--- config.mk ---
export PLATFORM = sky130hd
export DESIGN_NAME = kf8237_channel_arbiter_flat
export DESIGN_NICKNAME = d
export VERILOG_FILES = /design/src/rtl/kf8237_channel_arbiter_if.sv /design/src/rtl/kf8237_channel_arbiter.sv /design/src/flat_wrapper.sv
export SDC_FILE = /design/constraint.sdc
export NUM_CORES = 1
export LEC_CHECK = 0
export ABC_CLOCK_PERIOD_IN_PS = 3190
export BUFFER_PORTS_ARGS = -buffer_cell sky130_fd_sc_hd__buf_2
export CORE_UTILIZATION = 45
export CTS_CLUSTER_DIAMETER = 120
export CTS_CLUSTER_SIZE = 14
export DETAILED_ROUTE_END_ITERATION = 8
export PLACE_DENSITY_LB_ADDON = 0.25
export SETUP_SLACK_MARGIN = 0.5
export SLEW_MARGIN = 20
export SYNTH_ARGS = -nofsm -noshare
export SYNTH_HDL_FRONTEND = slang
export SYNTH_SLANG_ARGS = --single-unit
export TNS_END_PERCENT = 1
--- constraint.sdc ---
create_clock -name clock -period 3.19 [get_ports clock]
set_clock_uncertainty 0.15 [all_clocks]
set_input_delay 0.319 -clock clock [delete_from_list [all_inputs] [get_ports clock]]
set_output_delay 0.319 -clock clock [all_outputs]
set_load 0.005 [all_outputs]
--- src/rtl/kf8237_channel_arbiter_if.sv ---
// Signal bundle between the KF8237 channel arbiter and its register, CPU-hold and timing neighbours.
// The master modport is the arbiter's view and the slave modport is the surrounding logic's view.
interface kf8237_channel_arbiter_if #(
  parameter int CHANNELS = 4
);
  localparam int CW = (CHANNELS > 1) ? $clog2(CHANNELS) : 1;

  logic [CHANNELS-1:0] dma_request;
  logic                dreq_sense_low;
  logic                dack_sense_high;
  logic                rotating_priority;
  logic                controller_disable;
  logic [CHANNELS-1:0] mask_register;
  logic [CHANNELS-1:0] request_register;
  logic                hold_acknowledge;
  logic                transfer_end;
  logic                hold_request;
  logic [CHANNELS-1:0] dma_acknowledge;
  logic [CW-1:0]       active_channel;
  logic                grant_valid;
  logic [CHANNELS-1:0] request_status;

  modport master (
    input  dma_request, dreq_sense_low, dack_sense_high, rotating_priority,
    input  controller_disable, mask_register, request_register,
    input  hold_acknowledge, transfer_end,
    output hold_request, dma_acknowledge, active_channel, grant_valid, request_status
  );

  modport slave (
    output dma_request, dreq_sense_low, dack_sense_high, rotating_priority,
    output controller_disable, mask_register, request_register,
    output hold_acknowledge, transfer_end,
    input  hold_request, dma_acknowledge, active_channel, grant_valid, request_status
  );
endinterface

--- src/rtl/kf8237_channel_arbiter.sv ---
// KF8237 DMA channel arbiter: fixed/rotating priority, HRQ/HLDA hold sequencing and DACK drive.
// Optional macro KF8237_ARBITER_SYNC_EN adds a second DREQ flop as a metastability synchroniser.
module kf8237_channel_arbiter #(
  parameter int CHANNELS = 4
) (
  input  logic                          clock,
  input  logic                          reset_n,
  kf8237_channel_arbiter_if.master      bus,
  output logic [1:0]                    fsm_state_o
);
  localparam int CW = (CHANNELS > 1) ? $clog2(CHANNELS) : 1;

  localparam logic [1:0] ST_IDLE      = 2'd0;
  localparam logic [1:0] ST_HOLD_WAIT = 2'd1;
  localparam logic [1:0] ST_SERVICE   = 2'd2;
  localparam logic [1:0] ST_RELEASE   = 2'd3;

  logic [1:0]          state_q, state_d;
  logic                hrq_q, hrq_d;
  logic                grant_q, grant_d;
  logic [CW-1:0]       active_q, active_d;
  logic [CW-1:0]       ptr_q, ptr_d;
  logic [CHANNELS-1:0] dreq_q;
  logic [CHANNELS-1:0] request_status_q;
  logic [CHANNELS-1:0] eff_req;
  logic [CW-1:0]       winner;

  // DREQ samples are stored already normalised to active-high, so reset value 0 means inactive.
`ifdef KF8237_ARBITER_SYNC_EN
  logic [CHANNELS-1:0] dreq_meta_q;
  always_ff @(posedge clock or negedge reset_n) begin
    if (!reset_n) begin
      dreq_meta_q <= '0;
      dreq_q      <= '0;
    end else begin
      dreq_meta_q <= bus.dma_request ^ {CHANNELS{bus.dreq_sense_low}};
      dreq_q      <= dreq_meta_q;
    end
  end
`else
  always_ff @(posedge clock or negedge reset_n) begin
    if (!reset_n) dreq_q <= '0;
    else          dreq_q <= bus.dma_request ^ {CHANNELS{bus.dreq_sense_low}};
  end
`endif

  assign eff_req = (dreq_q & ~bus.mask_register) | bus.request_register;

  function automatic logic [CW-1:0] pick_winner(input logic [CHANNELS-1:0] req,
                                                input logic [CW-1:0] start);
    logic found;
    int   idx;
    pick_winner = '0;
    found       = 1'b0;
    for (int i = 0; i < CHANNELS; i++) begin
      idx = int'(start) + i;
      if (idx >= CHANNELS) idx = idx - CHANNELS;
      if (!found && req[idx]) begin
        pick_winner = CW'(idx);
        found       = 1'b1;
      end
    end
  endfunction

  assign winner = pick_winner(eff_req, bus.rotating_priority ? ptr_q : '0);

  // Handshake: HRQ rises one clock after a winning request and holds until the service ends or
  // every request is withdrawn; HLDA is sampled only on clock edges, DACK follows it by one clock,
  // and a new HRQ is not raised until HLDA has dropped after a completed service.
  always_comb begin
    state_d  = state_q;
    hrq_d    = hrq_q;
    grant_d  = grant_q;
    active_d = active_q;
    ptr_d    = ptr_q;
    case (state_q)
      ST_IDLE: begin
        if (|eff_req && !bus.controller_disable) begin
          active_d = winner;
          hrq_d    = 1'b1;
          state_d  = ST_HOLD_WAIT;
        end
      end
      ST_HOLD_WAIT: begin
        if (eff_req == '0) begin
          hrq_d   = 1'b0;
          state_d = ST_IDLE;
        end else if (bus.hold_acknowledge) begin
          active_d = winner;
          grant_d  = 1'b1;
          state_d  = ST_SERVICE;
        end
      end
      ST_SERVICE: begin
        if (bus.transfer_end) begin
          grant_d = 1'b0;
          hrq_d   = 1'b0;
          if (bus.rotating_priority)
            ptr_d = (active_q == CW'(CHANNELS - 1)) ? '0 : active_q + CW'(1);
          state_d = ST_RELEASE;
        end else if (!bus.hold_acknowledge) begin
          grant_d = 1'b0;
          hrq_d   = 1'b0;
          state_d = ST_IDLE;
        end
      end
      default: begin
        if (!bus.hold_acknowledge) state_d = ST_IDLE;
      end
    endcase
  end

  always_ff @(posedge clock or negedge reset_n) begin
    if (!reset_n) begin
      state_q          <= ST_IDLE;
      hrq_q            <= 1'b0;
      grant_q          <= 1'b0;
      active_q         <= '0;
      ptr_q            <= '0;
      request_status_q <= '0;
    end else begin
      state_q          <= state_d;
      hrq_q            <= hrq_d;
      grant_q          <= grant_d;
      active_q         <= active_d;
      ptr_q            <= ptr_d;
      request_status_q <= eff_req;
    end
  end

  always_comb begin
    bus.dma_acknowledge = '0;
    for (int i = 0; i < CHANNELS; i++) begin
      bus.dma_acknowledge[i] = (grant_q && active_q == CW'(i)) ? bus.dack_sense_high
                                                               : ~bus.dack_sense_high;
    end
  end

  assign bus.hold_request   = hrq_q;
  assign bus.grant_valid    = grant_q;
  assign bus.active_channel = active_q;
  assign bus.request_status = request_status_q;
  assign fsm_state_o        = state_q;
endmodule

--- src/flat_wrapper.sv ---
// flat-port wrapper written by rule: the top's interface ports become plain ports
module kf8237_channel_arbiter_flat 
#(
  parameter int CHANNELS = 4
)
  (clock, reset_n, fsm_state_o, bus_dma_request, bus_dreq_sense_low, bus_dack_sense_high, bus_rotating_priority, bus_controller_disable, bus_mask_register, bus_request_register, bus_hold_acknowledge, bus_transfer_end, bus_hold_request, bus_dma_acknowledge, bus_active_channel, bus_grant_valid, bus_request_status);
  kf8237_channel_arbiter_if #(.CHANNELS(CHANNELS)) bus_i ();
  input  logic clock;
  input  logic reset_n;
  output logic [1:0] fsm_state_o;
  input wire logic [$bits(bus_i.dma_request)-1:0] bus_dma_request;
  input wire logic [$bits(bus_i.dreq_sense_low)-1:0] bus_dreq_sense_low;
  input wire logic [$bits(bus_i.dack_sense_high)-1:0] bus_dack_sense_high;
  input wire logic [$bits(bus_i.rotating_priority)-1:0] bus_rotating_priority;
  input wire logic [$bits(bus_i.controller_disable)-1:0] bus_controller_disable;
  input wire logic [$bits(bus_i.mask_register)-1:0] bus_mask_register;
  input wire logic [$bits(bus_i.request_register)-1:0] bus_request_register;
  input wire logic [$bits(bus_i.hold_acknowledge)-1:0] bus_hold_acknowledge;
  input wire logic [$bits(bus_i.transfer_end)-1:0] bus_transfer_end;
  output wire logic [$bits(bus_i.hold_request)-1:0] bus_hold_request;
  output wire logic [$bits(bus_i.dma_acknowledge)-1:0] bus_dma_acknowledge;
  output wire logic [$bits(bus_i.active_channel)-1:0] bus_active_channel;
  output wire logic [$bits(bus_i.grant_valid)-1:0] bus_grant_valid;
  output wire logic [$bits(bus_i.request_status)-1:0] bus_request_status;
  assign bus_i.dma_request = bus_dma_request;
  assign bus_i.dreq_sense_low = bus_dreq_sense_low;
  assign bus_i.dack_sense_high = bus_dack_sense_high;
  assign bus_i.rotating_priority = bus_rotating_priority;
  assign bus_i.controller_disable = bus_controller_disable;
  assign bus_i.mask_register = bus_mask_register;
  assign bus_i.request_register = bus_request_register;
  assign bus_i.hold_acknowledge = bus_hold_acknowledge;
  assign bus_i.transfer_end = bus_transfer_end;
  assign bus_hold_request = bus_i.hold_request;
  assign bus_dma_acknowledge = bus_i.dma_acknowledge;
  assign bus_active_channel = bus_i.active_channel;
  assign bus_grant_valid = bus_i.grant_valid;
  assign bus_request_status = bus_i.request_status;
  kf8237_channel_arbiter #(.CHANNELS(CHANNELS)) u_core (.clock(clock), .reset_n(reset_n), .bus(bus_i), .fsm_state_o(fsm_state_o));
endmodule
Yosys cells after proc, flatten, opt, wreduce, memory -nomap -nowiden

Index checks and enable logic that the tools add are counted.

Register bits after elaboration: 16
Latch bits: 0
Bits in writable memories: 0
ROM bits: 0
Output and inout bits: 14
Memories: 0

Add/subtract/negate cells: 8
$mul: 0
Divide/modulo/power cells: 0
Order comparisons: 8
Equality and inequality tests: 11
Shift operators: 0
Muxes and demuxes: 47
Bitwise gates (word level): 5
Reduce and logical (&&, ||, !) cells: 24

Operators with widths:

| operator                                                                              | count |
|---|---|
| 32-bit by 4-bit less-than comparator with 1-bit output (second input constant)        | 4 |
| 32-bit two-way mux                                                                    | 4 |
| 32-bit by 4-bit greater-or-equal comparator with 1-bit output (second input constant) | 3 |
| 32-bit by 4-bit subtractor with 32-bit output (second input constant)                 | 3 |
| 2-bit two-way mux                                                                     | 14 |
| 1-bit two-way mux                                                                     | 21 |
| 4-bit AND reduction                                                                   | 3 |
| 1-bit binary-select mux with 2-bit select                                             | 4 |
| 1-bit logical AND                                                                     | 8 |
| 2-bit by 2-bit adder with 3-bit output (second input constant)                        | 2 |
| 2-bit equality test (second input constant)                                           | 3 |
| 2-bit one-hot mux with 3 select lines                                                 | 1 |
| 4-bit bitwise AND                                                                     | 1 |
| 2-bit by 1-bit equality test with 1-bit output (second input constant)                | 2 |
| 1-bit zero test                                                                       | 4 |
| 2-bit zero test                                                                       | 2 |
| 4-bit zero test                                                                       | 1 |
| 2-bit by 1-bit != test with 1-bit output (second input constant)                      | 2 |
| 2-bit != test (second input constant)                                                 | 2 |
| 4-bit NOT                                                                             | 1 |
| 4-bit OR                                                                              | 1 |
| 2-bit one-hot mux with 2 select lines                                                 | 1 |
| 2-bit nonzero test                                                                    | 2 |
| 4-bit OR reduction                                                                    | 1 |
| 13 further kinds                                                                      | 13 |

Logic depth before layout (Yosys ltp)

Depth in word-level cells: 19
Mapped depth: 8

Least setup slack after synthesis

Ideal clock, no wire load.

Path kind: reg2reg
From: reg u_core.state_q[0], in the netlist u_core.fsm_state_o[0]
To: reg u_core.hrq_q, in the netlist u_core.bus.hold_request
Arrival time: 1.650 ns
Required time: 2.961 ns
Slack: 1.311 ns
Stages on the path, launching flop included: 7
Buffers on the path: 0
Path through: dfrtp_1 > inv_1 > ha_1 > nor3b_1 > a32o_2 > a2111oi_4 > mux2i_1

Longest elaborated chain between the ends: 3
Elaborated cells between the ends (all ways): 9

RTL lines:

| what                                                   | RTL line                      | text |
|---|---|---|
| start: declaration                                     | kf8237_channel_arbiter.sv:18  | `logic [1:0] state_q, state_d;` |
| start signal: assignment                               | kf8237_channel_arbiter.sv:122 | `state_q <= state_d;` |
| 2-bit equality test (tied with other cells)            | kf8237_channel_arbiter.sv:76  | `case (state_q)` |
| 3-bit != test (no source line) (tied with other cells) | -                             |  |
| 4-bit AND reduction (no source line)                   | -                             |  |
| end signal: assignment                                 | kf8237_channel_arbiter.sv:123 | `hrq_q <= hrq_d;` |
| end: declaration                                       | kf8237_channel_arbiter.sv:19  | `logic hrq_q, hrq_d;` |

Parallel ways exist; a longest one is shown, timed or not.
A chain may end at the register's enable or synchronous reset.

Worst setup path after layout

Ends and elaborated chain as after synthesis.

==> summary.md <==
| Metric | Value |
|---|---|
| Initial DRC count | `34` |
| Cell area after layout | `1430 um^2` |
| Antenna violations before repair | `0` |
| Worst-path clk slew | `0.08 ns` |
| Routed vias/inst | `5.65` |
| RD Place Congestion | `0.862` |
| Crit path time final | `1.99 ns` |
| Max cap viols | `0` |
| Worst setup path end | `u_core.bus.hold_request` |
| Fmax | `0.503 GHz` |
| TritonRoute pass-1 iters | `4` |
| RSZ-0062 raised after global routing | `false` |
| Distinct cells, synth | `44` |
| Int Pwr | `0.000597 W` |
| Slew of the pin with the lowest slew margin | `0.465 ns` |
| Peak VDD IR | `0.000471 V` |
| Reg2Reg Depth | `6` |
| Largest stage delay on the critical path | `0.40 ns` |
| Synth-to-Final Area Change | `20.3%` |
| WP data arrival | `2.05 ns` |
| Crit-path cells | `inv_1, ha_1, nor3b_1, a32o_2, a2111oi_4, mux2i_1` |
| Nets | `184` |
| Routed Wire Length | `2480 um` |
| Ys Warns | `0` |
| Area contributors post-synth | `dfrtp_1 (34%), ha_1 (8.4%), xor2_1 (5.9%)` |
| CTS buffer count | `3` |
| Critical setup path kind | `register to register` |
| Post-synth net total | `147` |
| Core region area | `2480 um^2` |
| Max H-tree Level | `1` |
| Hold Path Class | `primary input to register` |
| Starting Density | `47.8%` |
| Post-CTS setup buffer count | `0` |
| Combinational power share | `53.7%` |
| Worst EP required | `3.25 ns` |
| Pwr dens | `711 nW/um^2` |
| Switching Share | `41.0%` |
| Reg-to-reg startpoint | `u_core.fsm_state_o[0]` |
| Post-synth EDFFs | `0` |
| Num rows | `18` |
| Chip Width | `53.3 um` |
| Post-synth top area share | `33.8%` |
| First-pass GRT wire length | `4420 um` |
| Worst r2r dst | `u_core.bus.hold_request` |
| Async SR Flop Fraction | `100%` |
| Clk network pwr share | `13.0%` |
| Post-synthesis cell count | `119` |
| CTS Root Cell | `clkbuf_4` |
| Drt wl/cell | `13.4 um` |
| CP startpoint | `u_core.fsm_state_o[0]` |
| Most frequent cells in the layout | `buf_2 (33), dfrtp_1 (16), inv_1 (13), nand2_1 (12)` |
| Largest net degree at the start of global routing | `17` |
| Fin. max-slew vios | `0` |
| Flops & latches, synth | `16` |
| Clock latency on the worst-skew pair | `0.29 ns` |
| Die height | `53.3 um` |
| Dominant synthesized flop cell | `dfrtp_1` |
| Sequential share of the synthesized area | `33.8%` |
| Reg2reg setup slack | `1.20 ns` |
| Endpoints failing setup | `0` |
| # diodes | `0` |
| Fraction of layout cells with a size suffix above 1 | `30.3%` |
| Critical path startpoint category | `register` |
| Placed inst area | `1380 um^2` |
| CP max-delay cell | `dfrtp_1` |
| Vias in the first global route | `1031` |
| Port bufs | `33` |
| Setup TNS | `0 ns` |
| CTS Sinks | `16` |
| Commonest non-fill, non-tap cell in the layout | `buf_2` |
| Vias | `1045` |
| I/O pins | `34` |
| Status | `complete, no violations` |
| Detailed placer's ending HPWL | `1970 um` |
| Final hold violation count | `0` |
| Worst setup EP type | `register` |
| CP Max Fanout | `5` |
| CTS max path bufs | `2` |
| Synth area leader | `dfrtp_1` |
| Die Area | `2840 um^2` |
| Post-CTS Resized | `0` |
| Pleak | `0.683 nW` |
| Crit share post-route | `62.3%` |
| CTS Hold Bufs | `1` |
| Syn Std Cell Area | `1180 um^2` |
| Hold Slack | `0.0541 ns` |
| Post-layout util | `57.5%` |
| Total Power | `0.00101 W` |
| Drt drc | `0` |
| Number of nets with antenna violations after routing | `0` |
| GRT Util Overall | `21.5%` |
| Slew HR | `68.7%` |
| Filler Cell Count | `240` |
| GR Overflow Total | `0` |
| Avg Inst Size Synth | `9.96 um^2` |
| Sequential Power Share | `33.3%` |
| P_sw | `0.000416 W` |
| CTS tree | `yes` |
==> kinds of logic after synthesis <==
kind of cell,share of synthesized area (%)
AO/OA/AOI/OAI,23.2
XOR/XNOR,5.91
adder cells (fa/ha/maj),8.45
buffers and inverters,5.17
flip-flops,33.8
multiplexers,7.60
AND/OR/NAND/NOR,15.8
==> power by group through the flow <==
stage	Combinational [W]	Clock, W	Sequential (W)
6_report	0.000544	0.000131	0.000337
2_1_floorplan	0.000396	0	0.000319
4_1_cts	0.000549	0.000136	0.000337
3_5_place_dp	0.000545	0	0.000340
5_1_grt	0.000625	0.000148	0.000350
3_3_place_gp	0.000524	0	0.000334
==> worst max-delay path, delay by kind of cell, from the launching register on <==
kind	cells	cell delay, ns
AND/OR/NAND/NOR	1	0.16
multiplexers	1	0.21
AO/OA/AOI/OAI	2	0.65
flip-flops	1	0.40
adder cells (fa/ha/maj)	1	0.26
buffers and inverters	1	0.09
==> stage by stage <==
stage,worst slack (ns),cells
2_1_floorplan,1.31,119
3_3_place_gp,1.25,180
3_5_place_dp,1.18,180
4_1_cts,1.18,185
5_1_grt,1.07,185
6_report,1.20,185
==> flip-flops by register name, summed over array words and instances (netlist names) <==
signal and flops:
u_core.dreq_q 4, u_core.bus.request_status 4, u_core.fsm_state_o 2, u_core.bus.hold_request 1, u_core.ptr_q 2, u_core.bus.grant_valid 1, u_core.bus.active_channel 2
==> layout make-up <==
class	count	area, um^2	share of cell area, %
Multi-Input combinational cell	87	723	50.7
Tap cell	30	37.5	2.63
Clock buffer	4	36.3	2.55
Timing Repair Buffer	34	175	12.3
Sequential cell	16	400	28.1
Inverter	14	52.6	3.69
==> cells in the mapped netlist, drive strengths merged (2+ instances only) <==
cell	instances
nand2	13
nor2b	5
mux2i	3
dfrtp	16
ha	8
mux4	2
a31oi	2
nand2b	2
a2111oi	2
nor3b	2
o32ai	3
a22oi	2
inv	14
nor4	2
xor2	8
o21ai	3
o211ai	3
nor2	6
a21oi	4
==> worst min-delay path by stage <==
| stage | from | endpoint | slack [ns] | cells after the start |
|---|---|---|---|---|
| 2_1_floorplan | reset_n | u_core.bus.active_channel[0] | -0.13 | 0 |
| 3_3_place_gp | reset_n | u_core.bus.request_status[3] | 0.1 | 1 |
| 3_5_place_dp | reset_n | u_core.bus.request_status[3] | 0.11 | 1 |
| 4_1_cts | bus_dma_request[2] | u_core.dreq_q[2] | 0.05 | 2 |
| 5_1_grt | bus_dma_request[2] | u_core.dreq_q[2] | 0.04 | 2 |
| 6_report | bus_dma_request[2] | u_core.dreq_q[2] | 0.05 | 2 |
==> layer usage <==
layer / vias to the layer above / wire (um) / track usage (%)
met5: - / 0 / 0
met4: 0 / 0 / 3.51
met3: 2 / 159 / 6.32
met2: 40 / 1280 / 39.8
met1: 497 / 1040 / 24.3
li1: 506 / - / -
No activity file was read; power rests on OpenSTA's default activity.
